### src/rtl/sram_like_pkg.sv
// Package: sram_like_pkg
// Shared constants for the sram_like arbiter slice.
//  - SIZE_1B/2B/4B : encodings of the 2-bit transfer size field
//  - arb_state_t   : arbiter FSM states (ARB_IDLE, ARB_WAIT)
//  - OWNER_INST/OWNER_DATA : which requester owns the in-flight transaction
package sram_like_pkg;

    localparam logic [1:0] SIZE_1B = 2'b00;
    localparam logic [1:0] SIZE_2B = 2'b01;
    localparam logic [1:0] SIZE_4B = 2'b10;

    typedef enum logic {
        ARB_IDLE = 1'b0,
        ARB_WAIT = 1'b1
    } arb_state_t;

    localparam logic OWNER_INST = 1'b0;
    localparam logic OWNER_DATA = 1'b1;

endpackage

### src/rtl/sram_like_arbiter_if.sv
// Interface: sram_like_arbiter_if
// One sram_like port: request fields flow master->slave, handshake and read
// data flow slave->master.
//  req/wr/size/addr/wdata : request (driven by master)
//  addr_ok                : request accepted (driven by slave)
//  data_ok/rdata          : response valid and read data (driven by slave)
interface sram_like_arbiter_if #(
    parameter int ADDR_W = 32,
    parameter int DATA_W = 32
);

    logic              req;
    logic              wr;
    logic [1:0]        size;
    logic [ADDR_W-1:0] addr;
    logic [DATA_W-1:0] wdata;
    logic              addr_ok;
    logic              data_ok;
    logic [DATA_W-1:0] rdata;

    modport master (
        output req, wr, size, addr, wdata,
        input  addr_ok, data_ok, rdata
    );

    modport slave (
        input  req, wr, size, addr, wdata,
        output addr_ok, data_ok, rdata
    );

endinterface

### src/rtl/sram_arb_pick.sv
// Module: sram_arb_pick
// Combinational grant selection. Data wins by default; fetch wins when data is
// idle or when fetch has been starved for the maximum number of data grants.
//  inst_req, data_req : pending requests
//  starve_full        : starvation counter has reached its limit
//  grant_inst/data    : one-hot (or zero) grant
module sram_arb_pick (
    input  logic inst_req,
    input  logic data_req,
    input  logic starve_full,
    output logic grant_inst,
    output logic grant_data
);

    assign grant_inst = inst_req & (~data_req | starve_full);
    assign grant_data = data_req & ~grant_inst;

endmodule

### src/rtl/sram_like_arbiter.sv
// Module: sram_like_arbiter
// Shares one sram_like bus port between the fetch (inst) and memory-stage
// (data) requesters with a single outstanding transaction. Data has fixed
// priority; fetch is forced through after STARVE_MAX consecutive data grants
// while it waits. Fetch responses flushed by cancel are swallowed.
//  clk, resetn : clock, asynchronous active-low reset
//  cancel      : pipeline flush, kills the in-flight fetch response
//  inst        : fetch requester port (slave side)
//  data        : memory-stage requester port (slave side)
//  bus         : downstream port (master side)
module sram_like_arbiter
    import sram_like_pkg::*;
#(
    parameter int ADDR_W     = 32,
    parameter int DATA_W     = 32,
    parameter int STARVE_MAX = 4
) (
    input  logic                 clk,
    input  logic                 resetn,
    input  logic                 cancel,
    sram_like_arbiter_if.slave   inst,
    sram_like_arbiter_if.slave   data,
    sram_like_arbiter_if.master  bus
);

    localparam int              CNT_W   = $clog2(STARVE_MAX + 1);
    localparam logic [CNT_W-1:0] CNT_MAX = CNT_W'(STARVE_MAX);

    arb_state_t        state, state_nxt;
    logic              owner, owner_nxt;
    logic              discard, discard_nxt;
    logic [CNT_W-1:0]  starve_cnt, starve_nxt;
    logic              grant_inst, grant_data;
    logic              sel_inst;
    logic [ADDR_W-1:0] sel_addr;
    logic [DATA_W-1:0] sel_wdata;

    sram_arb_pick u_pick (
        .inst_req    (inst.req),
        .data_req    (data.req),
        .starve_full (starve_cnt == CNT_MAX),
        .grant_inst  (grant_inst),
        .grant_data  (grant_data)
    );

    // Request fields follow the grantee while idle and the owner while waiting;
    // with no grant they default to the data fields.
    assign sel_inst  = (state == ARB_IDLE) ? grant_inst : (owner == OWNER_INST);
    assign sel_addr  = sel_inst ? inst.addr  : data.addr;
    assign sel_wdata = sel_inst ? inst.wdata : data.wdata;
    assign bus.addr  = sel_addr;
    assign bus.wdata = sel_wdata;
    assign bus.wr    = sel_inst ? inst.wr   : data.wr;
    assign bus.size  = sel_inst ? inst.size : data.size;

    // Read data is broadcast; data_ok alone qualifies it.
    assign inst.rdata = bus.rdata;
    assign data.rdata = bus.rdata;

    // Next-state and handshake logic. A fetch cancelled at any point between
    // acceptance and completion is marked discarded; cancel on the completion
    // cycle itself also suppresses the response. Data transactions always complete.
    always_comb begin
        state_nxt    = state;
        owner_nxt    = owner;
        discard_nxt  = discard;
        starve_nxt   = starve_cnt;
        bus.req      = 1'b0;
        inst.addr_ok = 1'b0;
        data.addr_ok = 1'b0;
        inst.data_ok = 1'b0;
        data.data_ok = 1'b0;
        case (state)
            ARB_IDLE: begin
                bus.req      = grant_inst | grant_data;
                inst.addr_ok = grant_inst & bus.addr_ok;
                data.addr_ok = grant_data & bus.addr_ok;
                if (bus.req && bus.addr_ok) begin
                    state_nxt   = ARB_WAIT;
                    owner_nxt   = grant_inst ? OWNER_INST : OWNER_DATA;
                    discard_nxt = grant_inst & cancel;
                    if (grant_inst) begin
                        starve_nxt = '0;
                    end else if (inst.req && starve_cnt != CNT_MAX) begin
                        starve_nxt = starve_cnt + 1'b1;
                    end
                end
            end
            ARB_WAIT: begin
                if (cancel && owner == OWNER_INST) begin
                    discard_nxt = 1'b1;
                end
                if (bus.data_ok) begin
                    if (owner == OWNER_INST) begin
                        inst.data_ok = ~(discard | cancel);
                    end else begin
                        data.data_ok = 1'b1;
                    end
                    state_nxt   = ARB_IDLE;
                    discard_nxt = 1'b0;
                end
            end
            default: state_nxt = ARB_IDLE;
        endcase
    end

    // State and bookkeeping registers.
    always_ff @(posedge clk or negedge resetn) begin
        if (!resetn) begin
            state      <= ARB_IDLE;
            owner      <= OWNER_INST;
            discard    <= 1'b0;
            starve_cnt <= '0;
        end else begin
            state      <= state_nxt;
            owner      <= owner_nxt;
            discard    <= discard_nxt;
            starve_cnt <= starve_nxt;
        end
    end

endmodule

### src/flat_wrapper.sv
// flat-port wrapper written by rule: the top's interface ports become plain ports
module sram_like_arbiter_flat import sram_like_pkg::*;
#(
    parameter int ADDR_W     = 32,
    parameter int DATA_W     = 32,
    parameter int STARVE_MAX = 4
)
  (clk, resetn, cancel, inst_req, inst_wr, inst_size, inst_addr, inst_wdata, inst_addr_ok, inst_data_ok, inst_rdata, data_req, data_wr, data_size, data_addr, data_wdata, data_addr_ok, data_data_ok, data_rdata, bus_req, bus_wr, bus_size, bus_addr, bus_wdata, bus_addr_ok, bus_data_ok, bus_rdata);
  sram_like_arbiter_if #(.ADDR_W(ADDR_W), .DATA_W(DATA_W)) inst_i ();
  sram_like_arbiter_if #(.ADDR_W(ADDR_W), .DATA_W(DATA_W)) data_i ();
  sram_like_arbiter_if #(.ADDR_W(ADDR_W), .DATA_W(DATA_W)) bus_i ();
  input  logic clk;
  input  logic resetn;
  input  logic cancel;
  input wire logic [$bits(inst_i.req)-1:0] inst_req;
  input wire logic [$bits(inst_i.wr)-1:0] inst_wr;
  input wire logic [$bits(inst_i.size)-1:0] inst_size;
  input wire logic [$bits(inst_i.addr)-1:0] inst_addr;
  input wire logic [$bits(inst_i.wdata)-1:0] inst_wdata;
  output wire logic [$bits(inst_i.addr_ok)-1:0] inst_addr_ok;
  output wire logic [$bits(inst_i.data_ok)-1:0] inst_data_ok;
  output wire logic [$bits(inst_i.rdata)-1:0] inst_rdata;
  input wire logic [$bits(data_i.req)-1:0] data_req;
  input wire logic [$bits(data_i.wr)-1:0] data_wr;
  input wire logic [$bits(data_i.size)-1:0] data_size;
  input wire logic [$bits(data_i.addr)-1:0] data_addr;
  input wire logic [$bits(data_i.wdata)-1:0] data_wdata;
  output wire logic [$bits(data_i.addr_ok)-1:0] data_addr_ok;
  output wire logic [$bits(data_i.data_ok)-1:0] data_data_ok;
  output wire logic [$bits(data_i.rdata)-1:0] data_rdata;
  output wire logic [$bits(bus_i.req)-1:0] bus_req;
  output wire logic [$bits(bus_i.wr)-1:0] bus_wr;
  output wire logic [$bits(bus_i.size)-1:0] bus_size;
  output wire logic [$bits(bus_i.addr)-1:0] bus_addr;
  output wire logic [$bits(bus_i.wdata)-1:0] bus_wdata;
  input wire logic [$bits(bus_i.addr_ok)-1:0] bus_addr_ok;
  input wire logic [$bits(bus_i.data_ok)-1:0] bus_data_ok;
  input wire logic [$bits(bus_i.rdata)-1:0] bus_rdata;
  assign inst_i.req = inst_req;
  assign inst_i.wr = inst_wr;
  assign inst_i.size = inst_size;
  assign inst_i.addr = inst_addr;
  assign inst_i.wdata = inst_wdata;
  assign inst_addr_ok = inst_i.addr_ok;
  assign inst_data_ok = inst_i.data_ok;
  assign inst_rdata = inst_i.rdata;
  assign data_i.req = data_req;
  assign data_i.wr = data_wr;
  assign data_i.size = data_size;
  assign data_i.addr = data_addr;
  assign data_i.wdata = data_wdata;
  assign data_addr_ok = data_i.addr_ok;
  assign data_data_ok = data_i.data_ok;
  assign data_rdata = data_i.rdata;
  assign bus_req = bus_i.req;
  assign bus_wr = bus_i.wr;
  assign bus_size = bus_i.size;
  assign bus_addr = bus_i.addr;
  assign bus_wdata = bus_i.wdata;
  assign bus_i.addr_ok = bus_addr_ok;
  assign bus_i.data_ok = bus_data_ok;
  assign bus_i.rdata = bus_rdata;
  sram_like_arbiter #(.ADDR_W(ADDR_W), .DATA_W(DATA_W), .STARVE_MAX(STARVE_MAX)) u_core (.clk(clk), .resetn(resetn), .cancel(cancel), .inst(inst_i), .data(data_i), .bus(bus_i));
endmodule
### config.mk
export PLATFORM = sky130hd
export DESIGN_NAME = sram_like_arbiter_flat
export DESIGN_NICKNAME = d
export VERILOG_FILES = /design/src/rtl/sram_like_pkg.sv /design/src/rtl/sram_like_arbiter_if.sv /design/src/rtl/sram_arb_pick.sv /design/src/rtl/sram_like_arbiter.sv /design/src/flat_wrapper.sv
export SDC_FILE = /design/constraint.sdc
export NUM_CORES = 1
export LEC_CHECK = 0
export BUFFER_PORTS_ARGS = -buffer_cell sky130_fd_sc_hd__clkbuf_2
export CORE_AREA = 5 5 115 117
export CTS_CLUSTER_SIZE = 12
export DETAILED_ROUTE_END_ITERATION = 16
export DIE_AREA = 0 0 120 122
export PLACE_DENSITY = 0.57
export SYNTH_ARGS = -nofsm -noshare
export SYNTH_HDL_FRONTEND = slang
export SYNTH_SLANG_ARGS = --single-unit
### constraint.sdc
create_clock -name clk -period 2.4 [get_ports clk]
set_input_delay 0.24 -clock clk [delete_from_list [all_inputs] [get_ports clk]]
set_output_delay 0.24 -clock clk [all_outputs]
set_load 0.01 [all_outputs]
-- Word level (Yosys, flattened, before mapping)
Cells that the tools add are included.
- bits in writable memories: 0
- memory bits (read-only): 0
- register bits: 6
- bits in latches: 0
- output and inout port bits: 136
- memories kept: 0
- input bits: 173
- shift-type cells: 0
- eq/ne operators: 4
- mux-type cells: 24
- multipliers: 0
- add/sub/neg operators: 1
- magnitude comparators: 0
- bitwise gates (word level): 13
- div/mod/pow operators: 0
- reduce and logical (&&, ||, !) cells: 7
- operators with widths (operator ; number):
    $mux W32 ; 2
    $mux W1 ; 17
    $mux W3 ; 2
    $ne A3 B3 Y1 const B ; 2
    $and A1 B1 Y1 ; 5
    $not A1 Y1 ; 5
    $pmux W1 S2 ; 2
    $reduce_and A2 Y1 ; 2
    $add A3 B1 Y3 const B ; 1
    $eq A3 B3 Y1 const B ; 1
    $logic_and A1 B1 Y1 ; 3
    $or A1 B1 Y1 ; 3
    $reduce_and A3 Y1 ; 1
    $mux W2 ; 1
    $ne A2 B2 Y1 const B ; 1
    $reduce_bool A2 Y1 ; 1

-- Depth between registers and ports, before layout
- word-level depth: 9
- depth in mapped cells: 7
- depth with buffers taken out: 5

-- By module
From an unflattened synthesis, not the netlist that was laid out.
- cell total of the unflattened synthesis: 184
- area total of the unflattened synthesis: 1881.8 um^2
- by module, submodules not included (module ; instances ; area each (um^2) ; cells each ; sequential area each (um^2)):
    sram_like_arbiter ; 1 ; 1863.0 ; 181 ; 150.1
    sram_arb_pick ; 1 ; 18.8 ; 3 ; 0.0

-- Least setup slack after synthesis
Ideal clock, no wire load.
- path kind: register to output
- start point: register u_core.starve_cnt[0]
- end point: output bus_addr[0]
- path slack: 0.620 ns
- cell stages (with the launch flop): 8
- arrival: 1.540 ns
- buffers on the path: 2
- cell sequence: dfrtp_1 > inv_1 > ha_1 > a21boi_4 > o21ai_4 > buf_6 > buf_8 > mux2_4
- word-level cells in the longest chain between the ends: 5
- ends and longest elaborated chain (what ; line ; source):
    start, declared ; sram_like_arbiter.sv:32 ; logic [CNT_W-1:0] starve_cnt, starve_nxt;
    start signal, assigned ; sram_like_arbiter.sv:118 ; starve_cnt <= starve_nxt;
    $eq A3 B3 Y1 ; sram_like_arbiter.sv:41 ; .starve_full (starve_cnt == CNT_MAX),
    $or A1 B1 Y1 ; sram_arb_pick.sv:15 ; assign grant_inst = inst_req & (~data_req | starve_full);
    $and A1 B1 Y1 ; sram_arb_pick.sv:15 ;
    $mux W1 ; sram_like_arbiter.sv:48 ; assign sel_inst = (state == ARB_IDLE) ? grant_inst : (owner == OWNER_INST);
    $mux W32 ; sram_like_arbiter.sv:49 ; assign sel_addr = sel_inst ? inst.addr : data.addr;
    end, declared ; flat_wrapper.sv:34 ; output wire logic [$bits(bus_i.addr)-1:0] bus_addr;
Every way passes these cells.

-- Worst setup path in the final report
- start point: register u_core.starve_cnt[0]
- end point: output bus_addr[25]
The elaborated chain is that of the path after synthesis.

==> Flow_metrics.wiki <==
{| class="wikitable"
! Metric !! Value
|-
| Area of the die || 14600 sq um
|-
| Setup slack on the worst flop-to-flop path || 1.03 ns
|-
| Post-synth net total || 354
|-
| Setup TNS || 0 ns
|-
| Bufs on Longest Clock Path || 2
|-
| Total Nets Final || 502
|-
| Count of pins over their slew limit || 0
|-
| Worst reg2reg path depth || 5
|-
| Max-cap violations || 0
|-
| Synthesis-stage register bit count || 6
|-
| Initial antenna violation count || 0
|-
| Master cell of the clock root buffer || sky130_fd_sc_hd__clkbuf_16
|-
| Hold crit path type || input pin to flip-flop
|-
| Unique masters post-synth || 30
|-
| Wire length of the first global-routing pass || 9090 um
|-
| Filler cells || 1323
|-
| Share of the clock period used by the worst path || 95.2%
|-
| Type of the worst setup path || flip-flop to output pin
|-
| GRT Total Usage || 7.63%
|-
| Final Instance Count excl. Fillers || 475
|-
| Pin count of the biggest net entering global routing || 36
|-
| Number of buffers inserted during clock tree synthesis || 3
|-
| Clock skew after layout || 0.000488 ns
|-
| Crit path largest cell delay || 0.39 ns
|-
| Transition time at the pin with the least slew margin || 0.314 ns
|-
| Leakage power total || 1.51 nW
|-
| Number of stages on the worst hold path || 3
|-
| Top-Level Pins || 309
|-
| Peak VDD IR || 0.385 mV
|-
| Row Count || 41
|-
| Critical R2R Capture || u_core.starve_cnt[0]$_DFFE_PN0P_
|-
| Total power consumption of the routed design || 1.21 mW
|-
| Antenna cells || 0
|-
| Synthesis-to-layout area growth || 44.0%
|-
| Depth of the critical timing path with buffers and inverters included || 7
|-
| Setup violation total in the final timing report || 0
|-
| CTS H-Tree Depth || 1
|-
| Number of nets still failing antenna checks after routing || 0
|-
| Yosys warns || 0
|-
| CP required || 2.16 ns
|-
| Final worst slack || 0.116 ns
|-
| Cell-by-cell trace of the critical path || inv_1 > ha_1 > a21boi_4 > o21ai_4 > buf_12 > mux2_1 > clkbuf_2
|-
| Switching power summed over all nets || 0.425 mW
|-
| Critical path endpoint category || output pin
|-
| Power per unit of standard cell area || 455 nW/um^2
|-
| Proportion of synthesized flip-flops having asynchronous set or reset || 100%
|-
| Share of synthesized area occupied by flip-flops and latches || 8.17%
|-
| Placement Setup Slack || 0.386 ns
|-
| Share of total power in the clock network || 22.4%
|-
| Vias per cell || 3.82
|-
| Final hold viol count || 0
|-
| Number of enable-type register cells in the synthesized netlist || 0
|-
| Power share of the sequential group || 12.5%
|-
| DRC || 0
|-
| Startpoint class of the critical path || flip-flop
|-
| Die boundary width || 120 um
|-
| # Post-CTS Setup Buffers || 0
|-
| Beginning of the worst register-to-register path || u_core.starve_cnt[0]$_DFFE_PN0P_
|-
| Detailed Place HPWL || 5830 um
|-
| Detailed-routing iteration count for the pre-antenna-repair pass || 4
|-
| Switching share of total power || 35.3%
|-
| Cell with the biggest individual delay on the critical path || sky130_fd_sc_hd__mux2_1
|-
| Detailed-route via count || 1815
|-
| Quantity of hold-fixing buffers added after cts || 1
|-
| Wirelength, routed || 6490 um
|-
| Setup repair after global routing missed its margin || no
|-
| Final worst path period need || 2.28 ns
|-
| Std-Cell Core Area || 12300 sq um
|-
| Clock insertion delay at the later pin of the skew report || 0.23 ns
|-
| Count of mapped cells out of synthesis || 179
|-
| Port bufs || 212
|-
| Highest net fanout along the worst path || 32
|-
| Clock-pin slew of the registers on the worst-case setup and hold paths || 0.03 ns
|-
| Logic pwr share || 65.1%
|-
| Remaining max-slew budget at the tightest pin || 78.8%
|-
| Syn avg cell area || 10.3 sq um
|-
| Initial Utilization || 15.0%
|-
| Vias in the first global route || 1864
|-
| Wirelength per Cell || 13.7 um
|-
| TritonCTS clock tree || yes
|-
| Synthesized area || 1840 sq um
|-
| Data arrival time of the worst path || 2.04 ns
|-
| DP Cell Count || 471
|-
| Family with the most delay on the worst path || buffers and inverters
|-
| Total buffers and inverters traversed by the critical path || 3
|-
| Timing endpoint of the critical path || bus_addr[25]
|-
| Run status || finished, final reports clean
|-
| Worst setup startpoint || u_core.starve_cnt[0]$_DFFE_PN0P_
|-
| Remaining global-route overflow || 0
|-
| Most used flip-flop cell after synthesis || sky130_fd_sc_hd__dfrtp_1
|-
| Clock net sink count || 6
|-
| Quantity of gates resized following cts || 0
|-
| Fraction of final layout cells with drive strength greater than 1 || 84.6%
|-
| Die Height || 122 um
|-
| Maximum achievable frequency || 438 MHz
|-
| Internal power consumption || 0.781 mW
|-
| DR iter-0 viols || 57
|-
| Placer congestion estimate || 0.789
|}
-- cells in the final DEF (no fill, tap or decap) --
cell type	netlist	final
sky130_fd_sc_hd__and3b_1	1	1
sky130_fd_sc_hd__o21ai_4	1	1
sky130_fd_sc_hd__nor2_1	5	5
sky130_fd_sc_hd__a21boi_4	1	1
sky130_fd_sc_hd__mux2_4	30	30
sky130_fd_sc_hd__nor2b_1	2	2
sky130_fd_sc_hd__buf_12	0	2
sky130_fd_sc_hd__a21o_1	1	1
sky130_fd_sc_hd__and3_1	1	1
sky130_fd_sc_hd__clkbuf_16	0	3
sky130_fd_sc_hd__a22o_1	2	2
sky130_fd_sc_hd__a21oi_1	1	1
sky130_fd_sc_hd__nand3b_1	1	1
sky130_fd_sc_hd__nand2_1	1	1
sky130_fd_sc_hd__mux2_2	24	24
sky130_fd_sc_hd__o311ai_0	1	1
sky130_fd_sc_hd__o21bai_1	1	1
sky130_fd_sc_hd__clkbuf_2	0	212
sky130_fd_sc_hd__o221ai_1	1	1
sky130_fd_sc_hd__nand2b_1	2	2
sky130_fd_sc_hd__inv_1	4	4
sky130_fd_sc_hd__a21bo_2	1	1
sky130_fd_sc_hd__nor4_1	1	1
sky130_fd_sc_hd__dfrtp_1	6	6
sky130_fd_sc_hd__nand2b_4	1	1
sky130_fd_sc_hd__ha_1	2	2
sky130_fd_sc_hd__mux2_1	14	14
sky130_fd_sc_hd__o22a_1	1	1
sky130_fd_sc_hd__dlygate4sd3_1	0	1
sky130_fd_sc_hd__nand4_1	1	1
-- power groups by stage --
| stage | clock network, mW | logic, mW | registers [mW] |
|---|---|---|---|
| floorplan | 0 | 0.615 | 0.141 |
| global placement | 0 | 0.781 | 0.150 |
| detailed placement | 0 | 0.792 | 0.152 |
| CTS | 0.276 | 0.797 | 0.151 |
| global route | 0.280 | 0.848 | 0.155 |
| finish | 0.270 | 0.785 | 0.151 |
-- synth_stat cells (2+ instances only) --
cell                       count  area, sq um
sky130_fd_sc_hd__buf_4        67          503
sky130_fd_sc_hd__mux2_4       30          450
sky130_fd_sc_hd__mux2_2       24          270
sky130_fd_sc_hd__mux2_1       14          158
sky130_fd_sc_hd__dfrtp_1       6          150
sky130_fd_sc_hd__nor2_1        5         18.8
sky130_fd_sc_hd__inv_1         4         15.0
sky130_fd_sc_hd__buf_8         3         45.0
sky130_fd_sc_hd__a22o_1        2         17.5
sky130_fd_sc_hd__ha_1          2         25.0
sky130_fd_sc_hd__nand2b_1      2         12.5
sky130_fd_sc_hd__nor2b_1       2         12.5
-- stage by stage --
stage	area, sq um	util (%)	hold WS, ns
floorplan	1840	-	-0.0556
global placement	2560	20.9	0.0761
detailed placement	2560	20.9	0.0797
CTS	2650	21.6	0.340
global route	2650	21.6	0.385
finish	2650	21.6	0.342
-- state kept, by name (all words and copies together), names as in the netlist --
name	count
u_core.starve_cnt	3
u_core.discard	1
u_core.owner	1
u_core.state	1
-- worst min path at each step --
stage,startpoint,endpoint,slack (ns)
4_1_cts,bus_data_ok,u_core.state$_DFF_PN0_,0.34
6_report,cancel,u_core.discard$_DFFE_PN0P_,0.34
3_3_place_gp,resetn,u_core.starve_cnt[1]$_DFFE_PN0P_,0.08
2_1_floorplan,resetn,u_core.discard$_DFFE_PN0P_,-0.06
5_1_grt,resetn,u_core.state$_DFF_PN0_,0.39
3_5_place_dp,resetn,u_core.starve_cnt[0]$_DFFE_PN0P_,0.08
-- area by class of cell --
type                            instances  area, sq um  area share, %
Tap cell                              150          188           7.09
Clock buffer                            3         75.1           2.84
Inverter                                4         15.0          0.567
Multi-Input combinational cell         97         1110           41.9
Sequential cell                         6          150           5.67
Timing Repair Buffer                  215         1110           42.0
-- cells by family after synthesis --
kind of cell	after synthesis	share of synthesized area, %
adders and majority gates	2	1.36
muxes	68	47.8
and+or+nand+nor	16	5.24
buffers and inverters	76	31.5
DFF	6	8.17
AOI/OAI and AO/OA	11	5.92
-- routing by layer --
metal	global-route usage, %	vias up	wire length (um)
li1	-	849	-
met1	7.23	791	2160
met2	14.0	169	3190
met3	4.97	6	1080
met4	1.22	0	51
met5	0	-	0
-- worst register-to-register path, cell delays in order (launching register included) --
cell,delay [ns]
sky130_fd_sc_hd__dfrtp_1,0.34
sky130_fd_sc_hd__inv_1,0.06
sky130_fd_sc_hd__ha_1,0.25
sky130_fd_sc_hd__a21bo_2,0.26
sky130_fd_sc_hd__nor2_1,0.20
sky130_fd_sc_hd__mux2_2,0.20
Note: power is estimated with default switching activity, not from simulation.
